### src/rtl/updown_mod_counter.sv
// Parametrised up/down counter with programmable limit, parallel load,
// count enable and three end-of-range modes (wrap, saturate, one-shot).
// Serves as the general timer/divider primitive.
module updown_mod_counter #(
    parameter int               WIDTH     = 4,
    parameter logic [WIDTH-1:0] RESET_VAL = {WIDTH{1'b1}}
) (
    input  logic             clk,
    input  logic             reset,
    input  logic             en,
    input  logic             up,
    input  logic             load,
    input  logic [WIDTH-1:0] load_val,
    input  logic [WIDTH-1:0] limit,
    input  logic [1:0]       mode,
    output logic [WIDTH-1:0] count_out,
    output logic             tc,
    output logic             wrap_pulse,
    output logic             done
);

    typedef enum logic {
        RUN  = 1'b0,
        DONE = 1'b1
    } state_t;

    localparam logic [WIDTH-1:0] ONE = {{(WIDTH-1){1'b0}}, 1'b1};

    state_t           state;
    state_t           state_nxt;
    logic [WIDTH-1:0] count_nxt;
    logic             wrap_nxt;
    logic             done_nxt;

    // Terminal flag is a level derived from the live count, direction and limit;
    // it is deliberately not gated by en so callers can see it while paused.
    always_comb begin
        if (up) begin
            tc = (count_out >= limit);
        end else begin
            tc = (count_out == '0);
        end
    end

    // Next-state logic: load beats counting; a frozen one-shot ignores en/up/mode.
    always_comb begin
        state_nxt = state;
        count_nxt = count_out;
        wrap_nxt  = 1'b0;
        if (load) begin
            count_nxt = load_val;
            state_nxt = RUN;
        end else if (en && (state == RUN)) begin
            if (!tc) begin
                // A value loaded above limit still decrements normally here.
                count_nxt = up ? (count_out + ONE) : (count_out - ONE);
            end else begin
                case (mode)
                    2'b01: count_nxt = count_out;
                    2'b10: state_nxt = DONE;
                    default: begin
                        // Wrap and the reserved encoding both wrap around the range.
                        count_nxt = up ? '0 : limit;
                        wrap_nxt  = 1'b1;
                    end
                endcase
            end
        end
        done_nxt = (state_nxt == DONE);
    end

    // State and output registers, cleared immediately by asynchronous reset.
    always_ff @(posedge clk or posedge reset) begin
        if (reset) begin
            state      <= RUN;
            count_out  <= RESET_VAL;
            wrap_pulse <= 1'b0;
            done       <= 1'b0;
        end else begin
            state      <= state_nxt;
            count_out  <= count_nxt;
            wrap_pulse <= wrap_nxt;
            done       <= done_nxt;
        end
    end

endmodule

### config.mk
export PLATFORM = sky130hd
export DESIGN_NAME = updown_mod_counter
export DESIGN_NICKNAME = d
export VERILOG_FILES = /design/src/rtl/updown_mod_counter.sv
export SDC_FILE = /design/constraint.sdc
export NUM_CORES = 1
export LEC_CHECK = 0
export CAP_MARGIN = 5
export CORE_UTILIZATION = 35
export DETAILED_ROUTE_END_ITERATION = 8
export GPL_TIMING_DRIVEN = 0
export PLACE_DENSITY = 0.67
export SLEW_MARGIN = 20
export SYNTH_ARGS = -nofsm -noshare
export SYNTH_HDL_FRONTEND = slang
export SYNTH_SLANG_ARGS = --single-unit
### constraint.sdc
create_clock -name clk -period 2.8 [get_ports clk]
set_input_delay 0.7 -clock clk [delete_from_list [all_inputs] [get_ports clk]]
set_output_delay 0.7 -clock clk [all_outputs]
set_load 0.01 [all_outputs]
==> metrics.yaml <==
power_and_ir_drop:
  p_int_uw: 249
  power_switching_uw: 140
  p_leak_nw: 0.385
  seq_power_share_pct: 33.0
  swShare_pct: 36.0
  clkPwrFrac_pct: 20.4
  pwr-share-comb_pct: 46.7
  p_per_area_mw_per_mm2: 425
  total_power_uw: 389
  irDropWorstVdd_mv: 0.258
grt:
  grt_pass1_wl_um: 2760
  grt_overflow: 0
  grt_max_degree: 10
  grt_antenna_before_repair: 0
  first_global_vias: 653
  globalRouteTotalUtil_pct: 19.0
place:
  dpl.cell_count: 118
  hpwl_um: 1240
  place.gp.congestion: 0.824
  port_buffers: 19
  pre_cts_slack_ns: -0.610
synthesis:
  syn_avg_cell_area_um2: 8.84
  synth_ff_type: "dfstp_2"
  seq_area_frac_synth_pct: 23.7
  syn-instance-count: 74
  synth_top_area_cell: "dfstp_2"
  yosysMostFrequentCell: "inv_1"
  synthTopCellsByCount: "inv_1, ha_1, dfstp_2, o211ai_1"
  synthesis.area_um2: 654
  yosysWarnings: 0
  async_reset_ff_share_pct: 100
  post-synth-top-area-fraction_pct: 16.1
  synth.distinct_cells: 39
  synth_nets: 97
  yosys-top-cells-area: "dfstp_2, ha_1, dfrtp_1, inv_1, o211ai_1"
  synth_edf_count: 0
  synth_seq_cells: 6
cts:
  postCtsHoldBufs: 0
  cts_buffers: 3
  clk_latency_ns: 0.24
  clk_pin_slew_ns: 0.04
  htree_num_levels: 1
  cts_root_buffer: "clkbuf_4"
  cts_max_path_buffers: 2
  cts_tree: "built"
  cts_sinks: 6
sta:
  worst_pin_slew_ns: 0.544
  period_share_pct: 94.8
  fin_crit_ns: 2.65
  slew_headroom_pct: 62.8
  setup_viol_count_final: 0
  finClkSkew_ns: 0.00148
  slew_violations: 0
  fin_hold_ws_ns: 0.564
  final-hold-violation-count: 0
  worst_slack_ns: 0.145
  max_freq_ghz: 0.377
  rsz0062_at_grt: "false"
drt:
  viasPerCell: 5.25
  dr_total_vias: 641
  drt_wl_total_um: 1630
  drt_iter0_drc: 4
  firstDrtPassIters: 4
  drtAntennaViolNets: 0
  wl_per_cell_um: 13.3
  drcViolationCount: 0
floorplanning:
  core_mm2: 0.00175
  die_h_um: 45.2
  io_pins: 22
  dieArea_mm2: 0.00205
  rows: 15
  start_util_pct: 37.5
  die_x_um: 45.2
cells_and_area:
  drive_gt1_share_pct: 19.6
  syn2layout_area_growth_pct: 39.6
  diodes: 0
  stdcell_count: 122
  num-nets-final: 122
  fillers: 176
  postLayoutCoreUtil_pct: 52.3
worst_setup_path:
  worst_r2r_endpoint: "count_out[3]"
  critPathMaxFanout: 3
  arrival_ns: 1.95
  start_kind: "input pin"
  rr_worst_depth: 6
  crit_type: "in -> out"
  ff2ff_setup_slack_ns: 0.75
  critical_path_required_ns: 2.10
  cp-end-kind: "output pin"
  rr_startpoint: "count_out[0]"
min_path:
  hp-class: "reg -> reg"
  min_path_cells: 1
  min-delay-start: "state"
  min_to: "state"
run_status:
  status: "finished clean"
flow_run:
  maxCapViolCount: 0
[cells by family after synthesis]
group | Yosys count | synth area share, %
and+or+nand+nor | 23 | 20.3
muxes | 1 | 1.72
xor gates and xnor gates | 2 | 2.68
buffers and inverters | 11 | 6.50
adders and majority gates | 8 | 16.4
AOI/OAI and AO/OA | 23 | 28.7
DFF | 6 | 23.7
[sequential cells by signal (all words and copies together) (netlist names)]
| register | count |
|---|---|
| count_out | 4 |
| wrap_pulse | 1 |
| state | 1 |
[worst max-delay path by stage]
stage | slack (ns) | cells after the start | from | endpoint
after global placement | -0.59 | 7 | limit[1] | tc
after floorplan | 0.50 | 5 | limit[3] | tc
after detailed placement | -0.61 | 7 | limit[1] | tc
after CTS | 0.16 | 7 | limit[1] | tc
after global routing | 0.05 | 7 | limit[1] | tc
final | 0.15 | 7 | limit[1] | tc
[power by group through the flow]
| stage | registers [mW] | logic, mW | clock network [mW] |
|---|---|---|---|
| finish | 0.128 | 0.181 | 0.0791 |
| global route | 0.131 | 0.206 | 0.0894 |
| CTS | 0.128 | 0.181 | 0.0828 |
| floorplan | 0.127 | 0.106 | 0 |
| detailed placement | 0.128 | 0.175 | 0 |
| global placement | 0.128 | 0.172 | 0 |
[critical path, stage by stage]
cell	delay [ns]
dlygate4sd2_1	0.22
inv_1	0.05
ha_1	0.28
o211ai_1	0.25
o211a_1	0.25
nor2_1	0.06
buf_2	0.15
[through the flow]
| stage | instance area (um^2) | setup TNS [ns] |
|---|---|---|
| floorplan | 654 | 0 |
| global placement | 876 | -0.587 |
| detailed placement | 876 | -0.610 |
| CTS | 913 | 0 |
| global route | 913 | 0 |
| finish | 913 | 0 |
[cells in the final DEF, fill, tap and decap left out, drive strengths merged, types with 2 or more instances in the layout]
master	netlist	routed
a211oi	2	2
nor2	3	3
nand3	3	3
inv	9	9
nand2b	2	2
clkbuf	0	3
ha	7	7
a2111oi	3	3
clkdlybuf4s50	0	14
nor3b	2	2
dfrtp	2	2
nor3	3	3
a21oi	3	3
o211ai	4	4
nand2	3	3
dlygate4sd2	0	4
buf	2	4
dfstp	4	4
[area by class of cell]
type,instances,area (um^2),share of cell area [%]
well taps,25,31.3,3.42
plain buffers,2,8.76,0.959
multi-input cells,57,474,51.9
clock buffers,3,22.5,2.47
inverters,9,33.8,3.70
flip-flops and latches,6,155,17.0
repair buffers,20,188,20.5
[repair_timing]
item	in CTS	in global routing
gates resized for setup	12	0
setup buffers	1	0
setup endpoints to repair	1	0
[layer usage]
layer,GRT usage [%],routed length [um],vias to the layer above
met1,23.5,805,297
met4,3.03,0,0
li1,-,-,331
met5,0,0,-
met3,8.40,83,0
met2,31.0,739,13
Note: power is estimated with default switching activity, not from simulation.
